**src/rtl/pattern_scan_arbiter.sv**
```systemverilog
// Shares one serial pattern-detector lane among N_REQ requesters: grant, clear, shift MSB-first, count hits, respond.
// Define PSCAN_FIXED_PRIO_EN for fixed lowest-index-wins arbitration (no round-robin pointer register).
module pattern_scan_arbiter #(
   parameter int  N_REQ   = 4,
   parameter int  DATA_W  = 16,
   parameter int  DET_LAT = 1,
   localparam int ID_W    = $clog2(N_REQ),
   localparam int CNT_W   = $clog2(DATA_W + 1)
) (
   input  logic                      clk,
   input  logic                      rstn,
   input  logic [N_REQ-1:0]          req_valid,
   input  logic [N_REQ*DATA_W-1:0]   req_data,
   output logic [N_REQ-1:0]          req_ready,
   output logic                      det_clr,
   output logic                      det_en,
   output logic                      det_bit,
   input  logic                      det_hit,
   output logic                      rsp_valid,
   output logic [ID_W-1:0]           rsp_id,
   output logic [CNT_W-1:0]          rsp_count,
   input  logic                      rsp_ready,
   output logic                      busy
);

   typedef enum logic [2:0] {
      S_IDLE  = 3'd0,
      S_GRANT = 3'd1,
      S_CLR   = 3'd2,
      S_SHIFT = 3'd3,
      S_DRAIN = 3'd4,
      S_RESP  = 3'd5
   } state_e;

   localparam logic [N_REQ-1:0] ONE_HOT_0 = N_REQ'(1'b1);

   state_e             state_q;
   logic [N_REQ-1:0]   req_ready_q;
   logic               det_clr_q;
   logic               det_en_q;
   logic               det_bit_q;
   logic               rsp_valid_q;
   logic [ID_W-1:0]    rsp_id_q;
   logic [CNT_W-1:0]   rsp_count_q;
   logic               busy_q;
   logic [ID_W-1:0]    id_q;
   logic [DATA_W-1:0]  word_q;
   logic [CNT_W-1:0]   cyc_q;
   logic [CNT_W-1:0]   hit_cnt_q;
   logic [DET_LAT-1:0] en_pipe_q;
   logic [DET_LAT-1:0] en_next_s;
   logic               hit_smp_s;
   logic               win_any_s;
   logic [ID_W-1:0]    cand_s;
   logic [ID_W-1:0]    win_id_d;
`ifndef PSCAN_FIXED_PRIO_EN
   logic [ID_W-1:0]    ptr_q;
`endif

   assign req_ready = req_ready_q;
   assign det_clr   = det_clr_q;
   assign det_en    = det_en_q;
   assign det_bit   = det_bit_q;
   assign rsp_valid = rsp_valid_q;
   assign rsp_id    = rsp_id_q;
   assign rsp_count = rsp_count_q;
   assign busy      = busy_q;

   // det_en delayed by DET_LAT marks the cycles whose det_hit belongs to the word
   if (DET_LAT == 1) begin : g_lat1
      assign en_next_s = det_en_q;
   end else begin : g_latn
      assign en_next_s = {en_pipe_q[DET_LAT-2:0], det_en_q};
   end
   assign hit_smp_s = en_pipe_q[DET_LAT-1] & det_hit;

   // Winner selection: scanning candidates from last to first lets the first set one win
   always_comb begin
      win_id_d  = ID_W'(0);
      cand_s    = ID_W'(0);
      win_any_s = |req_valid;
      for (int j = N_REQ - 1; j >= 0; j--) begin
`ifdef PSCAN_FIXED_PRIO_EN
         cand_s = ID_W'(j);
`else
         cand_s = ID_W'((int'(ptr_q) + j) % N_REQ);
`endif
         win_id_d = req_valid[cand_s] ? cand_s : win_id_d;
      end
   end

   // Transaction FSM with all outputs registered alongside the state
   always_ff @(posedge clk) begin
      if (!rstn) begin
         state_q     <= S_IDLE;
         req_ready_q <= '0;
         det_clr_q   <= 1'b0;
         det_en_q    <= 1'b0;
         det_bit_q   <= 1'b0;
         rsp_valid_q <= 1'b0;
         rsp_id_q    <= '0;
         rsp_count_q <= '0;
         busy_q      <= 1'b0;
         id_q        <= '0;
         word_q      <= '0;
         cyc_q       <= '0;
`ifndef PSCAN_FIXED_PRIO_EN
         ptr_q       <= '0;
`endif
      end else begin
         case (state_q)
            S_IDLE: begin
               if (win_any_s) begin
                  state_q     <= S_GRANT;
                  req_ready_q <= ONE_HOT_0 << win_id_d;
                  id_q        <= win_id_d;
                  busy_q      <= 1'b1;
               end else begin
                  busy_q      <= 1'b0;
               end
            end
            S_GRANT: begin
               req_ready_q <= '0;
               word_q      <= req_data[id_q*DATA_W +: DATA_W];
               det_clr_q   <= 1'b1;
               state_q     <= S_CLR;
`ifndef PSCAN_FIXED_PRIO_EN
               ptr_q       <= (id_q == ID_W'(N_REQ - 1)) ? ID_W'(0) : id_q + ID_W'(1);
`endif
            end
            S_CLR: begin
               det_clr_q <= 1'b0;
               det_en_q  <= 1'b1;
               det_bit_q <= word_q[DATA_W-1];
               word_q    <= {word_q[DATA_W-2:0], 1'b0};
               cyc_q     <= '0;
               state_q   <= S_SHIFT;
            end
            S_SHIFT: begin
               if (cyc_q == CNT_W'(DATA_W - 1)) begin
                  det_en_q  <= 1'b0;
                  det_bit_q <= 1'b0;
                  cyc_q     <= '0;
                  state_q   <= S_DRAIN;
               end else begin
                  det_bit_q <= word_q[DATA_W-1];
                  word_q    <= {word_q[DATA_W-2:0], 1'b0};
                  cyc_q     <= cyc_q + CNT_W'(1);
               end
            end
            S_DRAIN: begin
               // the last window sample lands in this final drain cycle, so fold it in here
               if (cyc_q == CNT_W'(DET_LAT - 1)) begin
                  rsp_valid_q <= 1'b1;
                  rsp_id_q    <= id_q;
                  rsp_count_q <= hit_cnt_q + CNT_W'(hit_smp_s);
                  cyc_q       <= '0;
                  state_q     <= S_RESP;
               end else begin
                  cyc_q       <= cyc_q + CNT_W'(1);
               end
            end
            S_RESP: begin
               if (rsp_ready) begin
                  rsp_valid_q <= 1'b0;
                  busy_q      <= 1'b0;
                  state_q     <= S_IDLE;
               end else begin
                  rsp_valid_q <= 1'b1;
               end
            end
            default: begin
               state_q     <= S_IDLE;
               req_ready_q <= '0;
               det_clr_q   <= 1'b0;
               det_en_q    <= 1'b0;
               det_bit_q   <= 1'b0;
               rsp_valid_q <= 1'b0;
               busy_q      <= 1'b0;
            end
         endcase
      end
   end

   // Hit window pipeline and hit counter, zeroed while the detector is cleared
   always_ff @(posedge clk) begin
      if (!rstn) begin
         en_pipe_q <= '0;
         hit_cnt_q <= '0;
      end else begin
         en_pipe_q <= en_next_s;
         if (state_q == S_CLR) begin
            hit_cnt_q <= '0;
         end else if (hit_smp_s) begin
            hit_cnt_q <= hit_cnt_q + CNT_W'(1);
         end else begin
            hit_cnt_q <= hit_cnt_q;
         end
      end
   end

endmodule

```
**config.mk**
```make
export PLATFORM = sky130hd
export DESIGN_NAME = pattern_scan_arbiter
export DESIGN_NICKNAME = d
export VERILOG_FILES = /design/src/rtl/pattern_scan_arbiter.sv
export SDC_FILE = /design/constraint.sdc
export NUM_CORES = 1
export LEC_CHECK = 0
export BUFFER_PORTS_ARGS = -buffer_cell sky130_fd_sc_hd__buf_2
export CAP_MARGIN = 40
export CELL_PAD_IN_SITES_DETAIL_PLACEMENT = 2
export CELL_PAD_IN_SITES_GLOBAL_PLACEMENT = 2
export CORE_MARGIN = 8
export CORE_UTILIZATION = 29
export DETAILED_ROUTE_END_ITERATION = 7
export GPL_ROUTABILITY_DRIVEN = 0
export GPL_TIMING_DRIVEN = 0
export PLACE_DENSITY = 0.78
export SYNTH_ARGS = -nofsm -noshare
export SYNTH_HDL_FRONTEND = slang
export SYNTH_SLANG_ARGS = --single-unit
```
**constraint.sdc**
```tcl
create_clock -name clk -period 2.3 [get_ports clk]
set_input_delay 0.345 -clock clk [delete_from_list [all_inputs] [get_ports clk]]
set_output_delay 0.345 -clock clk [all_outputs]
set_load 0.05 [all_outputs]
```
==> flow_summary_export.csv, run 1 <==
group,metric,value,unit
synthesis,yosysMostFrequentCell,"dfxtp_1",
pwr,leakage,1.39,nW
timing,post-route-min-period,2.04,ns
cells_and_area,final_cells,505,
cells_and_area,drive_above_1_share,31.7,%
hold_path,holdPathStages,3,
clock_tree,cts_tree,"built",
routing,vias_per_cell,5.20,
cells_and_area,layout.nets,473,
routing,routedWlPerCell,17.4,µm
outcome,status,"completed",
synthesis,synthTopCellsByArea,"dfxtp_1 (37%), mux4_2 (13%), nand2_1 (5.8%), o21ai_0 (4.3%), a31oi_1 (4.2%)",
synthesis,synth_edf_count,0,
routing,drt_iter0_drc,36,
critical_path,setup.worst_path.start_class,"register",
synthesis,yosys-top-cells-count,"dfxtp_1 (50), nand2_1 (42), nor2_1 (26)",
clock_tree,clk-insertion-delay-late,0.31,ns
timing,setup_viol,0,
clock_tree,root_buffer,"clkbuf_8",
flow_run,drv_cap,0,
routing,wirelength,8780,µm
placement,dp.cells,497,
synthesis,synthCells,298,
pwr,vdd_drop_max,274,µV
critical_path,timing.rr.start,"cyc_q[0]$_SDFFE_PN0P_",
synthesis,ys.flop_type,"dfxtp_1",
timing,fin_crit_sh,88.9,%
critical_path,r2r_slack,0.26,ns
clock_tree,cts_max_path_buffers,2,
timing,rsz0062_at_grt,"no",
global_routing,grt_pass1_wl,15100,µm
critical_path,critPathRequiredTime,2.47,ns
routing,routed-via-count,2625,
timing,fmax,0.489,GHz
timing,skew,0.00928,ns
synthesis,async_reset_ff_share,0,%
global_routing,antenna_found_initial,0,
synthesis,yosys_warnings,0,
timing,finalHoldViolCount,0,
synthesis,syn_avg_cell_area,9.07,µm²
critical_path,reg2reg_to,"word_q[14]$_SDFFE_PN0P_",
routing,drc,0,
timing,tns,0,ns
critical_path,cp_cell_sequence,"ha_1 > nand3_1 > inv_1 > ha_1 > a31oi_1 > clkbuf_1 > a31oi_1",
synthesis,yosysTopAreaCell,"dfxtp_1",
timing,slew_headroom,56.1,%
pwr,power_density,581,nW/µm²
critical_path,cp_max_fo,10,
global_routing,grt_max_degree,17,
hold_path,holdPathEnd,"req_ready[3]$_SDFFE_PN0P_",
synthesis,synth_top_area_share,37.0,%
clock_tree,h-tree-depth,2,
placement,io_buffers,87,
clock_tree,cts_num_sinks,50,
timing,worstMarginPinSlew,0.652,ns
hold_path,hp-class,"in2reg",
floorplanning,initial_core_util,29.5,%
clock_tree,clk_pin_slew,0.10,ns
synthesis,synth.ff_latch_count,50,
clock_tree,cts_buffers,5,
routing,drtPass1Iterations,4,
critical_path,worst_setup_path_end_kind,"register",
placement,hpwlAfterDp,7100,µm
synthesis,synth_nets,378,
floorplanning,dieArea,12700,µm²
global_routing,grt_usage,14.7,%
floorplanning,core_area,9150,µm²
routing,ant_nets,0,
critical_path,crit_type,"reg2reg",
hold_path,hp-start,"rstn",
floorplanning,fp-row-count,35,
floorplanning,die_h,113,µm
clock_tree,post-cts-setup-buffers,0,
cells_and_area,antenna_cells,0,
floorplanning,die_x,113,µm
global_routing,first_global_vias,3100,
critical_path,cp_slowest_cell,"clkbuf_1",
pwr,p_total,0.00197,W
critical_path,max_stage_delay,0.39,ns
synthesis,synth.distinct_cells,46,
cells_and_area,area_delta_synth_final,25.4,%
critical_path,critical_path_arrival,2.22,ns
critical_path,reg2regPathDepth,7,
global_routing,grt_overflow,0,
synthesis,yosysSeqAreaShare,37.0,%
floorplanning,ioPinCount,88,
timing,slew_viol_final,0,
synthesis,syn_area,2700,µm²
==> through the flow <==
step / hold WS [ns] / cell area (µm²) / util, % / setup slack, ns
after CTS: 0.375 / 3390 / 37.0 / 0.101
final: 0.386 / 3390 / 37.0 / 0.256
after detailed placement: 0.466 / 3290 / 35.9 / 0.126
after floorplan: 0.447 / 2700 / - / 0.559
after global placement: 0.459 / 3280 / 35.8 / 0.196
after global routing: 0.389 / 3390 / 37.0 / 0.0286
==> power breakdown <==
part | switching, W | internal, W
Clock | 0.000318 | 0.000248
Sequential | 0.0000333 | 0.000923
Combinational | 0.000252 | 0.000194
Total | 0.000603 | 0.00137
==> layout make-up <==
class                           count  area [µm²]
Multi-Input combinational cell    219        1580
Buffer                             21        91.3
Clock inverter                      2        16.3
Sequential cell                    50        1000
Tap cell                          111         139
Clock buffer                        6        82.6
Inverter                            8        30.0
Timing Repair Buffer               88         447
Fill cell                        1078        5760
==> logic make-up after synthesis <==
family	synth area share, %
compound gates	17.9
xor+xnor	2.27
fa+ha+maj	3.70
buf+inv	4.40
flops	37.0
mux	15.6
simple gates	19.2
==> cell usage in the layout, fill, tap and decap left out, drive strengths merged, types with 5 or more instances in the layout <==
master and count:
xor2 5, nor2 26, nor2b 5, nand3 10
nand2b 7, a31oi 18, buf 92, o21ai 23
clkbuf 22, a21oi 10, mux2i 6, dfxtp 50
mux4 16, inv 9, ha 8, nand2 42
==> flip-flops by register name (all words and copies together), names as in the netlist <==
| register | count |
|---|---|
| det_bit | 1 |
| en_pipe_q | 1 |
| det_clr | 1 |
| det_en | 1 |
| hit_cnt_q | 5 |
| ptr_q | 2 |
| state_q | 3 |
| id_q | 2 |
| word_q | 16 |
| rsp_id | 2 |
| rsp_valid | 1 |
| req_ready | 4 |
| busy | 1 |
| rsp_count | 5 |
| cyc_q | 5 |
==> layer usage <==
layer	part of all wire, %	wire, µm	up-vias	track usage (%)
met5	0	0	-	0
met4	1.0	89	0	3.96
met3	7.3	640	9	5.42
met2	51	4470	88	27.3
met1	41	3580	1258	15.0
li1	-	-	1270	-
==> critical path: cells and delay by family, from the launching register on <==
| kind | cells | cell delay, ns |
|---|---|---|
| compound gates | 2 | 0.52 |
| fa+ha+maj | 2 | 0.49 |
| buf+inv | 2 | 0.44 |
| flops | 1 | 0.36 |
| simple gates | 1 | 0.11 |
==> worst max-delay path by stage <==
stage	depth (start not counted)	startpoint	slack [ns]	endpoint
floorplan	6	cyc_q[0]$_SDFFE_PN0P_	0.56	rsp_count[0]$_SDFFE_PN0P_
global placement	8	cyc_q[0]$_SDFFE_PN0P_	0.20	word_q[14]$_SDFFE_PN0P_
detailed placement	8	cyc_q[0]$_SDFFE_PN0P_	0.13	word_q[14]$_SDFFE_PN0P_
CTS	8	cyc_q[0]$_SDFFE_PN0P_	0.10	word_q[14]$_SDFFE_PN0P_
global route	7	cyc_q[0]$_SDFFE_PN0P_	0.03	word_q[12]$_SDFFE_PN0P_
finish	7	cyc_q[0]$_SDFFE_PN0P_	0.26	word_q[14]$_SDFFE_PN0P_
==> what timing repair did <==
item,CTS,global route
setup endpoints to repair,0,12
endpoints found under the hold margin,0,0
resized for setup,0,4
hold buffers,0,0
(Power assumes the default switching activity.)
==> inputs of run 2 (changes only) <==
--- a/config.mk
+++ b/config.mk
@@ -5,12 +5,13 @@
 export SDC_FILE = /design/constraint.sdc
 export NUM_CORES = 1
 export LEC_CHECK = 0
+export ABC_AREA = 1
 export BUFFER_PORTS_ARGS = -buffer_cell sky130_fd_sc_hd__buf_2
 export CAP_MARGIN = 40
 export CELL_PAD_IN_SITES_DETAIL_PLACEMENT = 2
 export CELL_PAD_IN_SITES_GLOBAL_PLACEMENT = 2
 export CORE_MARGIN = 8
-export CORE_UTILIZATION = 29
+export CORE_UTILIZATION = 27
 export DETAILED_ROUTE_END_ITERATION = 7
 export GPL_ROUTABILITY_DRIVEN = 0
 export GPL_TIMING_DRIVEN = 0
==> run 2 against run 1 <==
Effect of this change: final cell count grew 28%; synthesized cell count rose by 40%; sequential power increased by 28%; count of clock-buffer cells in the layout decreased by 1; first-iteration DRC count increased to 3.4 times the previous value.
==> flow_summary_export.csv, run 2 <==
group,metric,value,unit
outcome,status,"completed",
timing,rsz0062_at_grt,"no",
timing,worstMarginPinSlew,0.593,ns
routing,ant_nets,0,
critical_path,r2r_slack,0.44,ns
floorplanning,initial_core_util,27.9,%
placement,dp.cells,639,
synthesis,yosysTopAreaCell,"dfxtp_1",
routing,routed-via-count,3171,
global_routing,grt_max_degree,17,
floorplanning,fp-row-count,37,
critical_path,cp_cell_sequence,"ha_1 > nand2_1 > nor2_1 > ha_1 > inv_1 > o21ai_2 > nand2_4 > buf_6 > o21ai_0 > a21oi_1",
floorplanning,dieArea,14200,µm²
clock_tree,clk-insertion-delay-late,0.31,ns
pwr,vdd_drop_max,368,µV
routing,routedWlPerCell,17.0,µm
critical_path,reg2regPathDepth,10,
timing,slew_viol_final,0,
placement,io_buffers,87,
pwr,p_int,0.00212,W
global_routing,antenna_found_initial,0,
clock_tree,cts_resized,0,
routing,wirelength,11000,µm
clock_tree,root_buffer,"clkbuf_8",
pwr,seqPwrFrac,31.7,%
cells_and_area,layout.nets,590,
timing,fin_ws,0.440,ns
timing,post-route-min-period,1.86,ns
synthesis,yosysSeqAreaShare,34.8,%
critical_path,max_stage_delay,0.42,ns
critical_path,reg2reg_to,"word_q[15]$_SDFFE_PN0P_",
global_routing,grt_usage,15.8,%
synthesis,synth.distinct_cells,34,
global_routing,grt_pass1_wl,18500,µm
synthesis,async_reset_ff_share,0,%
timing,fin_crit_sh,80.9,%
timing,tns,0,ns
pwr,p_sw,0.00175,W
cells_and_area,drive_above_1_share,26.0,%
pwr,leakage,1.68,nW
synthesis,synth.ff_latch_count,50,
floorplanning,die_h,119,µm
cells_and_area,final.fill_count,1284,
critical_path,cp_slowest_cell,"dfxtp_1",
cells_and_area,post-route-cell-area,3620,µm²
synthesis,synth_nets,496,
critical_path,path_common_cell,"ha_1",
global_routing,first_global_vias,3730,
synthesis,synth_top_area_share,34.8,%
clock_tree,cts_num_sinks,50,
hold_path,holdPathEnd,"en_pipe_q$_SDFF_PN0_",
clock_tree,post-cts-setup-buffers,0,
cells_and_area,layout_common_cells,"buf_2 (93), o21ai_0 (70), nand2_1 (58), nor2_1 (51), dfxtp_1 (50)",
synthesis,syn_area,2880,µm²
timing,slew_headroom,60.5,%
routing,drtPass1Iterations,4,
synthesis,synthCells,416,
cells_and_area,largest_reg_flops,16,
critical_path,worst_setup_path_end_kind,"register",
hold_path,hp-class,"in2reg",
global_routing,grt_overflow,0,
timing,fmax,0.538,GHz
synthesis,syn_avg_cell_area,6.92,µm²
synthesis,synthTopCellsByArea,"dfxtp_1 (35%), o21ai_0 (12%), a21oi_1 (7.7%), nand2_1 (7.6%), nor2_1 (6.7%)",
synthesis,synth_edf_count,0,
clock_tree,h-tree-depth,2,
cells_and_area,regMostFlops,"word_q",
critical_path,timing.rr.start,"cyc_q[0]$_SDFFE_PN0P_",
critical_path,crit_family,"compound AO/OA/AOI/OAI gates",
routing,drt_iter0_drc,122,
floorplanning,core_area,10300,µm²
pwr,power_frac_comb,48.8,%
placement,placed_area,3480,µm²
synthesis,yosysMostFrequentCell,"o21ai_0",
critical_path,critical_path_arrival,2.06,ns
flow_run,drv_cap,0,
pwr,power_density,1070,nW/µm²
clock_tree,clk_pin_slew,0.10,ns
timing,finalHoldViolCount,0,
pwr,clkPwrFrac,19.6,%
synthesis,yosys-top-cells-count,"o21ai_0 (70), nand2_1 (58), nor2_1 (51)",
placement,place_ws,0.467,ns
hold_path,holdPathStages,3,
critical_path,crit_buf_inv,2,
critical_path,critPathRequiredTime,2.50,ns
clock_tree,cts_buffers,5,
critical_path,cp_max_fo,10,
hold_path,hp-start,"rstn",
cells_and_area,register_area,1000,µm²
clock_tree,cts_max_path_buffers,2,
timing,setup_viol,0,
pwr,switching_share,45.2,%
cells_and_area,layout_commonest_cell,"buf_2",
placement,hpwlAfterDp,8800,µm
routing,vias_per_cell,4.90,
floorplanning,ioPinCount,88,
critical_path,setup.worst_path.start_class,"register",
clock_tree,cts_hold_buf,0,
cells_and_area,antenna_cells,0,
routing,drc,0,
timing,skew,0.00491,ns
floorplanning,die_x,119,µm
synthesis,ys.flop_type,"dfxtp_1",
cells_and_area,area_delta_synth_final,25.8,%
cells_and_area,final_cells,647,
synthesis,yosys_warnings,0,
clock_tree,cts_tree,"built",
cells_and_area,multi_input_area,1600,µm²
critical_path,crit_type,"reg2reg",
## run 2: tightest hold or removal path: stages
cell	delay, ns
buf_2	0.13
nand2_1	0.09
inv_1	0.06
## run 2: routing by layer
metal / vias to the layer above / share of wire (%) / GRT usage [%]
met5: - / 0 / 0
met4: 0 / 1.4 / 4.03
met3: 9 / 3.1 / 2.93
met2: 49 / 52 / 29.6
met1: 1525 / 43 / 17.8
li1: 1588 / - / -
## run 2: cells by family after synthesis
| logic type | Yosys count | synth area share (%) |
|---|---|---|
| buffers and inverters | 63 | 9.78 |
| xor gates and xnor gates | 4 | 1.22 |
| AOI/OAI and AO/OA | 143 | 27.1 |
| and+or+nand+nor | 148 | 23.6 |
| DFF | 50 | 34.8 |
| adders and majority gates | 8 | 3.48 |
## run 2: power groups by stage
stage / combinational (W) / sequential [W] / clock [W]
floorplan: 0.00116 / 0.00139 / 0
global placement: 0.00183 / 0.00123 / 0
detailed placement: 0.00190 / 0.00124 / 0
CTS: 0.00191 / 0.00122 / 0.000775
global route: 0.00211 / 0.00125 / 0.000809
finish: 0.00188 / 0.00122 / 0.000756
## run 2: final cells by class
class | count | share of cell area [%]
Multi-Input combinational cell | 303 | 44.1
Sequential cell | 50 | 27.6
Timing Repair Buffer | 87 | 12.0
Tap cell | 136 | 4.70
Inverter | 42 | 4.35
Buffer | 21 | 3.42
Clock buffer | 5 | 1.90
Clock inverter | 3 | 1.90
## run 2: how the worst max path moves through the flow
| stage | from | to | slack [ns] | depth (start not counted) |
|---|---|---|---|---|
| 2_1_floorplan | cyc_q[0]$_SDFFE_PN0P_ | word_q[11]$_SDFFE_PN0P_ | 0.72 | 10 |
| 3_3_place_gp | cyc_q[0]$_SDFFE_PN0P_ | word_q[15]$_SDFFE_PN0P_ | 0.50 | 10 |
| 3_5_place_dp | cyc_q[0]$_SDFFE_PN0P_ | word_q[3]$_SDFFE_PN0P_ | 0.47 | 10 |
| 4_1_cts | cyc_q[0]$_SDFFE_PN0P_ | word_q[3]$_SDFFE_PN0P_ | 0.41 | 10 |
| 5_1_grt | cyc_q[0]$_SDFFE_PN0P_ | word_q[13]$_SDFFE_PN0P_ | 0.22 | 10 |
| 6_report | cyc_q[0]$_SDFFE_PN0P_ | word_q[15]$_SDFFE_PN0P_ | 0.44 | 10 |
## run 2: per-stage QoR
| stage | util (%) | power [W] | hold slack [ns] |
|---|---|---|---|
| 2_1_floorplan | - | 0.00255 | 0.443 |
| 3_3_place_gp | 33.7 | 0.00306 | 0.453 |
| 3_5_place_dp | 33.7 | 0.00314 | 0.459 |
| 4_1_cts | 35.1 | 0.00391 | 0.356 |
| 5_1_grt | 35.1 | 0.00417 | 0.348 |
| 6_report | 35.1 | 0.00386 | 0.352 |
